File: src/rtl/vx_tag_reorder.sv
// Tag reorder buffer: hands out tags in order, accepts responses in any order,
// and retires payloads strictly in allocation order.
module vx_tag_reorder #(
  parameter int unsigned DATAW = 1,
  parameter int unsigned SIZE  = 4,
  localparam int unsigned TAGW = (SIZE > 1) ? $clog2(SIZE) : 1,
  localparam int unsigned CNTW = TAGW + 1
) (
  input  logic             clk,
  input  logic             reset,

  input  logic             alloc_valid,
  output logic             alloc_ready,
  output logic [TAGW-1:0]  alloc_tag,

  input  logic             rsp_valid,
  input  logic [TAGW-1:0]  rsp_tag,
  input  logic [DATAW-1:0] rsp_data,

  output logic             out_valid,
  output logic [DATAW-1:0] out_data,
  input  logic             out_ready,

  output logic [CNTW-1:0]  count,
  output logic             full,
  output logic             empty
);

  logic [CNTW-1:0]  rd_ptr_q, rd_ptr_d;
  logic [CNTW-1:0]  wr_ptr_q, wr_ptr_d;
  logic [CNTW-1:0]  count_q, count_d;
  logic [SIZE-1:0]  done_q, done_d;
  logic [DATAW-1:0] entries [SIZE];

  logic [TAGW-1:0] rd_slot;
  logic [TAGW-1:0] wr_slot;
  logic            alloc_fire;
  logic            retire_fire;

  assign rd_slot = rd_ptr_q[TAGW-1:0];
  assign wr_slot = wr_ptr_q[TAGW-1:0];

  // MSB distinguishes a full ring from an empty one when slot indices match.
  assign empty = (rd_ptr_q == wr_ptr_q);
  assign full  = (rd_slot == wr_slot) && (rd_ptr_q[CNTW-1] != wr_ptr_q[CNTW-1]);

  assign alloc_ready = !full;
  assign alloc_tag   = wr_slot;
  assign alloc_fire  = alloc_valid && alloc_ready;

  // Head readiness comes only from registered state; no bypass from the rsp port.
  assign out_valid   = !empty && done_q[rd_slot];
  assign out_data    = entries[rd_slot];
  assign retire_fire = out_valid && out_ready;

  assign count = count_q;

  always_comb begin
    rd_ptr_d = rd_ptr_q;
    wr_ptr_d = wr_ptr_q;
    count_d  = count_q;
    done_d   = done_q;

    if (alloc_fire) begin
      done_d[wr_slot] = 1'b0;
      wr_ptr_d        = wr_ptr_q + CNTW'(1);
    end
    if (retire_fire) begin
      done_d[rd_slot] = 1'b0;
      rd_ptr_d        = rd_ptr_q + CNTW'(1);
    end
    if (rsp_valid) begin
      done_d[rsp_tag] = 1'b1;
    end

    unique case ({alloc_fire, retire_fire})
      2'b10:   count_d = count_q + CNTW'(1);
      2'b01:   count_d = count_q - CNTW'(1);
      default: count_d = count_q;
    endcase
  end

  always_ff @(posedge clk or negedge reset) begin
    if (!reset) begin
      rd_ptr_q <= '0;
      wr_ptr_q <= '0;
      count_q  <= '0;
      done_q   <= '0;
    end else begin
      rd_ptr_q <= rd_ptr_d;
      wr_ptr_q <= wr_ptr_d;
      count_q  <= count_d;
      done_q   <= done_d;
    end
  end

  // Payload storage is deliberately left unreset.
  always_ff @(posedge clk) begin
    if (rsp_valid) begin
      entries[rsp_tag] <= rsp_data;
    end
  end

`ifndef SYNTHESIS
  logic [TAGW-1:0] rsp_offset;
  logic            rsp_in_flight;

  assign rsp_offset    = rsp_tag - rd_slot;
  assign rsp_in_flight = (CNTW'(rsp_offset) < count_q);

  always_ff @(posedge clk) begin
    if (reset && rsp_valid) begin
      assert (rsp_in_flight && !done_q[rsp_tag])
        else $error("vx_tag_reorder: rsp_tag %0d not allocated or already done", rsp_tag);
      assert (!(retire_fire && (rsp_tag == rd_slot)))
        else $error("vx_tag_reorder: response to head slot during retire");
    end
  end
`endif

endmodule

File: config.mk
export PLATFORM = sky130hd
export DESIGN_NAME = vx_tag_reorder
export DESIGN_NICKNAME = d
export VERILOG_FILES = /design/src/rtl/vx_tag_reorder.sv
export SDC_FILE = /design/constraint.sdc
export NUM_CORES = 1
export LEC_CHECK = 0
export BUFFER_PORTS_ARGS = -buffer_cell sky130_fd_sc_hd__buf_4
export CORE_MARGIN = 4
export CORE_UTILIZATION = 45
export CTS_CLUSTER_DIAMETER = 60
export DETAILED_ROUTE_END_ITERATION = 12
export PLACE_DENSITY_LB_ADDON = 0.25
export SLEW_MARGIN = 20
export SYNTH_ARGS = -nofsm -noshare
export SYNTH_HDL_FRONTEND = slang
export SYNTH_SLANG_ARGS = --single-unit
File: constraint.sdc
create_clock -name clk -period 7.4 [get_ports clk]
set_clock_uncertainty 0.05 [all_clocks]
set_input_delay 0.37 -clock clk [delete_from_list [all_inputs] [get_ports clk]]
set_output_delay 0.37 -clock clk [all_outputs]
set_load 0.1 [all_outputs]
## After elaboration in Yosys (flattened, before gate mapping)

Memory sizes are Yosys's and may differ from the RTL's.
Index checks and enable logic that the tools add are counted.

| operators by class | value |
|---|---|
| equal/unequal tests | 5 |
| magnitude comparators | 6 |
| shift-type cells | 0 |
| mux-type cells | 14 |
| bitwise gates (word level) | 5 |
| multiply operators | 0 |
| divide/modulo/power cells | 0 |
| reduce and logical (&&, ||, !) cells | 10 |
| add/subtract/negate cells | 4 |

Operator list:

| operator | count |
|---|---|
| $mux 4 | 3 |
| $add 3x1->3 const B | 3 |
| $lt 2x3->1 const B | 3 |
| $and 4x4->4 | 2 |
| $not 4->4 | 2 |
| $logic_and 1x1->1 | 7 |
| $demux 1 s2 | 3 |
| $ge 2x1->1 const B | 3 |
| $mux 1 | 6 |
| $pmux 3 s2 | 1 |
| $or 4x4->4 | 1 |
| $eq 3x3->1 | 1 |
| $sub 3x1->3 const B | 1 |
| $bmux 1 s2 | 1 |
| $eq 2x1->1 const B | 1 |
| $eq 2x2->1 | 1 |
| $eq 2x2->1 const B | 1 |
| $logic_not 1->1 | 2 |
| $reduce_bool 2->1 | 1 |
| $ne 1x1->1 | 1 |

| word-level totals | value |
|---|---|
| memory bits (writable) | 4 |
| memories kept | 1 |
| word-level logic and storage cells | 49 |
| bits in registers | 13 |
| bits in latches | 0 |
| memory bits (read-only) | 0 |
| output and inout bits | 10 |

Memories:

| memory | depth | bits a word | rd ports | clocked after Yosys merged registers in | write ports | RTL line | text |
|---|---|---|---|---|---|---|---|
| entries | 4 | 1 | 1 | 0 | 1 | 33 | `logic [DATAW-1:0] entries [SIZE];` |

## Logic depth before layout (Yosys ltp)

Gate-level depths: netlist of run 1.

| depth | value |
|---|---|
| depth after elaboration | 11 |
| gate-level depth with buffers | 9 |

## Worst setup path before layout of run 1

Ideal clock, no wire load.

| timing path | value |
|---|---|
| path type | reg-to-output |
| start point | register rd_ptr_q[0] |
| end point | output port out_valid |
| slack | 2834 ps |
| cell stages (with the launch flop) | 5 |
| arrival time | 4146 ps |
| buffers on the path | 1 |
| cell sequence | dfrtp_1 -> buf_6 -> xor2_1 -> nor3_1 -> nor2b_1 |

| between the ends | value |
|---|---|
| longest elaborated chain between the ends | 3 |
| elaborated cells between the ends (all ways) | 5 |
| those cells by class | eq/ne: 1; mux: 2; reduce/logical: 2 |

Ends and longest elaborated chain:

| item | RTL line | text |
|---|---|---|
| from (decl) | 29 | `logic [CNTW-1:0] rd_ptr_q, rd_ptr_d;` |
| from (signal assigned) | 90 | `rd_ptr_q <= rd_ptr_d;` |
| $eq 3x3->1 | 44 | `assign empty = (rd_ptr_q == wr_ptr_q);` |
| via empty | 26 | `output logic empty` |
| $logic_not 1->1 | 52 | `assign out_valid = !empty && done_q[rd_slot];` |
| $logic_and 1x1->1 | 52 |  |
| to (decl) | 20 | `output logic out_valid,` |

The timed path passes the listed nets, and every way through them passes these cells. The select of a mux whose other input is x is not followed.

## Worst setup path after layout of run 1

| timing path | value |
|---|---|
| start point | register rd_ptr_q[0] |
| end point | register count_q[2] (netlist: count[2]) |

| between the ends | value |
|---|---|
| longest elaborated chain between the ends | 6 |
| elaborated cells between the ends (all ways) | 14 |
| those cells by class | eq/ne: 4; mux: 3; reduce/logical: 7 |

Ends and longest elaborated chain:

| item | RTL line | text |
|---|---|---|
| $bmux 1 s2, or another cell as far along | 52 |  |
| $mux 1 (not written as such), or another cell as far along | 52 |  |
| $logic_and 1x1->1 / $logic_not 1->1 (equally long branches) | 52, 47 |  |
| $logic_and 1x1->1 (on tied branches) | 54, 49 |  |
| $eq 2x1->1 / $eq 2x2->1 (equally long branches) | 76 | `unique case ({alloc_fire, retire_fire})` |
| $pmux 3 s2 / $reduce_bool 2->1 (equally long branches) | -- |  |
| to (signal assigned) | 92 | `count_q <= count_d;` |
| to (decl) | 31 | `logic [CNTW-1:0] count_q, count_d;` |

Several ways; a longest one is shown, not always the timed one. The select of a mux whose other input is x is not followed.
A chain may end at the register's enable or synchronous reset.

==> qor.yml, run 1 <==
nets: 121
die_area_um2: 3040
std_cell_rows: 16
grt.busiest_layer: "met2"
die_w_um: 55.1
cts_setup_buffers: 0
drt_iter0_markers: 4
place_area_um2: 1120
slew_headroom_pct: 75.9
synthesis.area_um2: 998
startpoint_type: "flop"
worst_pin_slew_ns: 0.358
grt_pass1_vias: 690
drv_cap: 0
drive_gt1_share_pct: 24.5
yosys.cell_types.count: 26
yosysTopAreaCellShare_pct: 32.6
yosys_warnings: 0
required_ns: 7.57
firstDrtPassIters: 4
via_per_inst: 5.13
grt.overflow.total: 0
yosys.area.top_type: "dfrtp_1"
ys_seq_area_share_pct: 44.6
cp_max_fo: 8
initial_core_util_pct: 48.9
crit_arrival_ns: 2.75
syn_nets: 103
synthCells: 85
cts-buffers-inserted: 3
die_h_um: 55.1
critPathSlowestCell: "mux4_2"
grt_antenna_before_repair: 0
syn2layout_area_growth_pct: 15.7
diodes: 0
grt_pass1_wl_mm: 3.02
drv_slew: 0
hold_violations: 0
clk_latency_ns: 0.29
critical-path-max-stage-delay_ns: 0.58
crit_family: "adder cells"
num_vias: 662
core_um2: 2040
drcViolationCount: 0
status: "finished, final reports clean"
grt.met3_usage_pct: 3.75
final.setup.worst_slack_ns: 4.82
grt_util_met1_pct: 18.5
grt_max_degree: 14
tns_ns: 0
num-fill-cells: 190
end_kind: "flop"
clock-sinks: 17
cts_tree: "yes"
fin_crit_ns: 2.58
io_buffers: 17
rsz0062_at_grt: "no"
postRouteAntennaNets: 0
hold_path.class: "in -> reg"
root_buffer: "clkbuf_4"
fmax_ghz: 0.388
synth_seq_cells: 17
setup_viol: 0
crit_buf_inv: 0
dp_slack_ns: 4.83
finalCritPeriodShare_pct: 34.8
path_cells: "mux4_2, o311a_1, ha_1, fa_1, xnor2_1, nor2_1, xor2_1"
io_pins: 18
clk_pin_slew_ns: 0.10
design_area_um2: 1150
htree_levels: 1
syn_avg_cell_area_um2: 11.7
grt_use_met2_pct: 22.2
routabilityCongestion: 0.761
critPathKind: "reg -> reg"
routed_wl_mm: 1.81
clk_path_buf_depth: 2
synth_area_leaders: "dfrtp_1 (33%), edfxtp_1 (12%), ha_1 (11%), xnor2_1 (6.1%), a31o_1 (3.5%)"
wl_per_cell_um: 14.1
grt_use_total_pct: 14.5
hpwl_mm: 1.44
synthesized netlist by cell type:
cell	n
nor3b_1	1
o21ai_0	2
o311a_1	1
nand3_1	7
xnor2_1	7
buf_6	2
inv_1	5
mux2i_1	1
buf_4	2
and3b_1	1
nor2_1	2
mux4_2	1
mux4_1	1
clkbuf_2	1
ha_1	9
nor3_1	1
a31o_1	4
xor2_1	4
edfxtp_1	4
mux2_2	3
dfrtp_1	13
nor2b_1	1
and3_1	1
a21oi_1	1
fa_1	1
nand2_1	9
layer usage:
layer / vias up / share of wire [%]
met5: - / 0
met4: 0 / 2.9
met3: 6 / 5.0
met2: 21 / 47
met1: 312 / 45
li1: 323 / -
placed cells by master, fill, tap and decap left out, types with 2 or more instances in the layout:
| cell type | instances |
|---|---|
| ha_1 | 9 |
| xor2_1 | 4 |
| mux2_2 | 3 |
| xnor2_1 | 7 |
| nand3_1 | 7 |
| edfxtp_1 | 4 |
| a31o_1 | 4 |
| dfrtp_1 | 13 |
| nor2_1 | 2 |
| clkbuf_4 | 3 |
| o21ai_0 | 2 |
| buf_4 | 17 |
| nand2_1 | 9 |
| inv_1 | 5 |
stage by stage:
step | util [%] | cells | hold WS, ns
global placement | 54.7 | 124 | 0.181
global route | 56.6 | 129 | 0.216
CTS | 56.6 | 129 | 0.217
detailed placement | 54.7 | 124 | 0.178
finish | 56.6 | 129 | 0.220
floorplan | - | 85 | 0.0244
sequential cells by signal, indices dropped and copies added, names as in the netlist:
signal,count
count,3
rd_ptr_q,3
wr_ptr_q,3
entries,4
done_q,4
layout make-up:
cell class                 instances  area, um^2  share of cell area [%]
clock inverter                     1        5.00                   0.433
multi-input combinational         58         492                    42.6
inverter                           5        18.8                    1.63
tap                               27        33.8                    2.93
timing repair buffer              18         138                    11.9
clock buffer                       3        22.5                    1.95
sequential                        17         445                    38.6
timing repair:
action	CTS	global route
setup endpoints to repair	0	0
endpoints found under the hold margin	13	0
hold buffers	1	0
resized for setup	0	0
path summary, 6_finish.rpt:
check	from	end	slack, ns	cells past startpoint
setup / recovery	rd_ptr_q[0]	count[2]	4.82	7
setup reg to reg	rd_ptr_q[0]	count[2]	4.82	7
max in group asynchronous	reset	count[1]	6.74	2
min in group asynchronous	reset	rd_ptr_q[1]	0.40	2
hold / removal	rsp_data	entries[1]	0.22	1
hold reg to reg	count[2]	count[2]	0.45	1
kinds of logic (layout without fill, tap and decap cells):
| group | Yosys count | in the layout | share of synthesized area [%] |
|---|---|---|---|
| buffers and inverters | 10 | 27 | 6.14 |
| AOI/OAI and AO/OA | 8 | 8 | 6.01 |
| muxes | 6 | 6 | 9.27 |
| xor gates and xnor gates | 11 | 11 | 9.65 |
| DFF | 17 | 17 | 44.6 |
| adders and majority gates | 10 | 10 | 13.3 |
| and+or+nand+nor | 23 | 23 | 11.0 |
Power of run 1 is left out: the tool's default activity adds up to more than one toggle a clock period on the data nets, which glitch-free logic cannot reach.
==> run 2, diff against run 1 <==
- ABC_AREA: default -> 1
- clock period: 7.4 -> 2.45 ns (I/O delays scaled with it)
==> run 2 against run 1 <==
Net effect: first-iteration DRC count rose to 4.0 times the previous value; synthesized area up 10%; register-to-register slack lost 4.6 ns; fmax increased by 13%; cell count rose by 38%; sequential cell count unchanged; non-clock buffer count increased by 1; hold slack got worse by 0.16 ns; via count up 32%; worst setup slack lost 4.6 ns; die area rose by 8.7%.
==> qor.yml, run 2 <==
routabilityCongestion: 0.904
multiInputGateArea_um2: 562
cp_max_fo: 9
num_vias: 874
grt_antenna_before_repair: 0
tns_ns: 0
synth_common_cells: "nand2_1 (35), inv_1 (19), dfrtp_1 (13), ha_1 (9)"
std_cell_rows: 17
end_kind: "flop"
ys_seq_area_share_pct: 40.5
firstDrtPassIters: 4
die_area_um2: 3300
grt.overflow.total: 0
r2r-end: "count[2]"
whs_endpoint: "done_q[0]"
clk_pin_slew_ns: 0.11
synth-edff-count: 4
syn_nets: 147
worst_pin_slew_ns: 0.316
wl_per_cell_um: 11.9
final.setup.worst_slack_ns: 0.174
grt_use_total_pct: 14.0
core_um2: 2280
nets: 169
die_h_um: 57.5
slew_headroom_pct: 78.7
synth_ff_type: "dfrtp_1"
drt_iter0_markers: 16
crit_arrival_ns: 2.43
r2r_slack_ns: 0.17
min_path_cells: 4
yosys_warnings: 0
cts_resized: 0
layout_commonest_cell: "nand2_1"
synth_seq_cells: 17
hold_start: "rsp_tag[0]"
grt_pass1_vias: 828
synth_area_leaders: "dfrtp_1 (30%), nand2_1 (12%), edfxtp_1 (11%), ha_1 (10%), inv_1 (6.5%)"
io_pins: 18
num-fill-cells: 202
io_buffers: 17
drcViolationCount: 0
reg2reg_from: "rd_ptr_q[0]"
grt_pass1_wl_mm: 3.52
syn_avg_cell_area_um2: 8.54
htree_levels: 1
status: "finished, final reports clean"
cts_setup_buffers: 0
cts-buffers-inserted: 3
hold_path.class: "in -> reg"
yosysMostFrequentCell: "nand2_1"
clock-sinks: 17
drive_gt1_share_pct: 20.7
fmax_ghz: 0.439
synthesis.area_um2: 1100
sequential_cell_area_um2: 445
via_per_inst: 4.91
hold_violations: 0
postRouteAntennaNets: 0
routed_wl_mm: 2.11
clk_latency_ns: 0.31
synthCells: 129
cts_tree: "yes"
syn2layout_area_growth_pct: 18.0
dp_slack_ns: 0.139
required_ns: 2.60
startpoint_type: "flop"
die_w_um: 57.5
setup_viol: 0
async_reset_ff_share_pct: 76.5
clk_path_buf_depth: 2
drv_slew: 0
hpwl_mm: 1.70
yosys.area.top_type: "dfrtp_1"
diodes: 0
fin_crit_ns: 2.28
yosysTopAreaCellShare_pct: 29.5
reg_top3: "done_q (4), entries (4)"
layout_common_cells: "nand2_1 (35), inv_1 (19), buf_4 (17)"
rsz0062_at_grt: "no"
yosys.cell_types.count: 23
finalCritPeriodShare_pct: 92.9
initial_core_util_pct: 48.4
root_buffer: "clkbuf_4"
critPathKind: "reg -> reg"
reg2regPathDepth: 11
drv_cap: 0
grt_max_degree: 14
## run 2: changes by cell type after synthesis, moves of 3 or more
cell,change
inv_1,+14
xnor2_1,-5
nor3_1,+3
a31o_1,-4
nand2_1,+26
nand4_1,+4
nor2_1,+5
o21ai_0,+3
## run 2: logic make-up after synthesis
logic type / synth area share (%)
flops: 40.5
simple gates: 29.8
xor+xnor: 3.98
fa+ha+maj: 12.0
mux: 1.02
buf+inv: 8.52
compound gates: 4.20
## run 2: layout make-up
| cell class | count | area share (%) |
|---|---|---|
| Timing Repair Buffer | 19 | 11.4 |
| Sequential cell | 17 | 34.3 |
| Multi-Input combinational cell | 89 | 43.3 |
| Clock inverter | 1 | 0.578 |
| Inverter | 21 | 6.07 |
| Tap cell | 28 | 2.70 |
| Clock buffer | 3 | 1.73 |
## run 2: worst max path at each step
stage,startpoint,end,slack [ns],cells past startpoint
6_report,rd_ptr_q[0],count[2],0.17,11
5_1_grt,rd_ptr_q[0],count[2],0.01,11
4_1_cts,rd_ptr_q[0],count[2],0.16,11
3_5_place_dp,rd_ptr_q[0],count[2],0.14,11
3_3_place_gp,rd_ptr_q[0],count[2],0.22,11
2_1_floorplan,rd_ptr_q[0],count[1],0.14,8
## run 2: metal layers
layer  part of all wire, %  global-route usage, %  routed length [um]
met1                    44                   16.0                 937
met2                    50                   24.4                1050
met3                   4.0                   4.07                  84
met4                   1.8                   5.30                  38
met5                     0                      0                   0
## run 2: through the flow
step	hold slack, ns	utilization, %	area, um^2	instances
finish	0.0575	57.1	1300	178
global route	0.0377	57.1	1300	178
CTS	0.0533	57.1	1300	178
detailed placement	-0.0716	54.9	1250	172
global placement	-0.0728	54.9	1250	172
floorplan	-0.223	-	1100	129
## run 2: timing repair
item                                   CTS  global route
hold buffers                             2             0
endpoints found under the hold margin   17             0
setup endpoints to repair                0             0
## run 2: critical path: stages (launching register included)
cell	delay [ns]
dfrtp_1	0.50
inv_2	0.18
nand2_1	0.08
nand2_2	0.11
nand3_4	0.11
nand2_4	0.12
nor2_8	0.04
ha_1	0.23
fa_1	0.38
a21oi_1	0.12
o21ai_0	0.11
xnor2_1	0.13
Power of run 2 is left out for the same reason.
==> run 3, diff against run 2 <==
- RECOVER_POWER: default -> 100
==> run 3 against run 2 <==
Net effect: global-route usage did not move; hold slack about the same; register-to-register slack is essentially flat; critical path type unchanged; critical endpoint unchanged.
==> qor.yml, run 3 (synthesis results as in run 2) <==
startpoint_type: "flop"
syn2layout_area_growth_pct: 14.1
grt_pass1_vias: 828
num-fill-cells: 211
io_pins: 18
path_cells: "inv_2, nand2_1, nand2_2, nand3_4, nand2_4, nor2_8, ha_1, fa_1, a21oi_1, o21ai_0, xnor2_1"
hold_start: "rsp_tag[0]"
die_area_um2: 3300
core_um2: 2280
critPathKind: "reg -> reg"
htree_levels: 1
end_kind: "flop"
die_h_um: 57.5
num_vias: 873
status: "finished, final reports clean"
required_ns: 2.60
worst_pin_slew_ns: 1.16
grt_pass1_wl_mm: 3.52
via_per_inst: 4.90
die_w_um: 57.5
clk_path_buf_depth: 2
routed_wl_mm: 2.11
slew_headroom_pct: 22.8
reg2regPathDepth: 11
clk_latency_ns: 0.31
layout_commonest_cell: "nand2_1"
grt_use_total_pct: 14.0
firstDrtPassIters: 4
hold_violations: 0
clock-sinks: 17
drv_slew: 0
drt_iter0_markers: 16
fmax_ghz: 0.439
cts_tree: "yes"
cts-buffers-inserted: 3
postCtsHoldBufs: 2
drcViolationCount: 0
whs_endpoint: "done_q[0]"
io_buffers: 17
rsz0062_at_grt: "no"
r2r_slack_ns: 0.17
grt_max_degree: 14
critPathSlowestCell: "dfrtp_1"
cts_setup_buffers: 0
crit_family: "adder cells"
hpwl_mm: 1.70
fin_crit_ns: 2.28
drive_gt1_share_pct: 15.3
grt.overflow.total: 0
cts_resized: 0
routabilityCongestion: 0.904
finalCritPeriodShare_pct: 92.9
cp_max_fo: 9
postRouteAntennaNets: 0
crit_arrival_ns: 2.43
initial_core_util_pct: 48.4
tns_ns: 0
drv_cap: 0
layout_common_cells: "nand2_1 (35), inv_1 (19), dfrtp_1 (13)"
wl_per_cell_um: 11.9
std_cell_rows: 17
grt_antenna_before_repair: 0
clk_pin_slew_ns: 0.11
hold_path.class: "in -> reg"
diodes: 0
root_buffer: "clkbuf_4"
setup_viol: 0
reg_top3: "done_q (4), entries (4)"
critical-path-max-stage-delay_ns: 0.50
nets: 169
r2r-end: "count[2]"
reg2reg_from: "rd_ptr_q[0]"
min_path_cells: 4
crit_buf_inv: 1
-- run 3: per-stage QoR --
stage,area (um^2),setup slack [ns],hold WS [ns],instances,util [%]
after floorplan,1100,0.135,-0.223,129,-
after global placement,1250,0.219,-0.0728,172,54.9
after detailed placement,1250,0.139,-0.0716,172,54.9
after CTS,1300,0.156,0.0533,178,57.1
after global routing,1260,0.0150,0.0587,178,55.2
final,1260,0.173,0.0576,178,55.2
-- run 3: final cells by class --
class / instances / area [um^2] / share of cell area (%)
repair buffers: 19 / 105 / 8.37
clock buffers: 3 / 22.5 / 1.79
clock inverters: 1 / 7.51 / 0.598
multi-input cells: 89 / 562 / 44.7
well taps: 28 / 35.0 / 2.79
inverters: 21 / 78.8 / 6.27
flip-flops and latches: 17 / 445 / 35.5
-- run 3: how the worst max path moves through the flow --
| stage | cells after the start | end | start | slack, ns |
|---|---|---|---|---|
| after detailed placement | 11 | count[2] | rd_ptr_q[0] | 0.14 |
| after floorplan | 8 | count[1] | rd_ptr_q[0] | 0.14 |
| after global placement | 11 | count[2] | rd_ptr_q[0] | 0.22 |
| final | 11 | count[2] | rd_ptr_q[0] | 0.17 |
| after global routing | 11 | count[2] | rd_ptr_q[0] | 0.01 |
| after CTS | 11 | count[2] | rd_ptr_q[0] | 0.16 |
-- run 3: tightest hold or removal path, stage by stage --
cell	delay (ns)
buf_4	0.09
nor3_1	0.06
inv_1	0.06
nand2_1	0.04
-- run 3: per-layer routing --
| metal | global-route usage [%] | vias to the layer above | share of wire, % |
|---|---|---|---|
| li1 | - | 449 | - |
| met1 | 16.0 | 402 | 45 |
| met2 | 24.4 | 15 | 50 |
| met3 | 4.07 | 7 | 3.8 |
| met4 | 5.30 | 0 | 1.8 |
| met5 | 0 | - | 0 |
Power of run 3 is left out for the same reason.
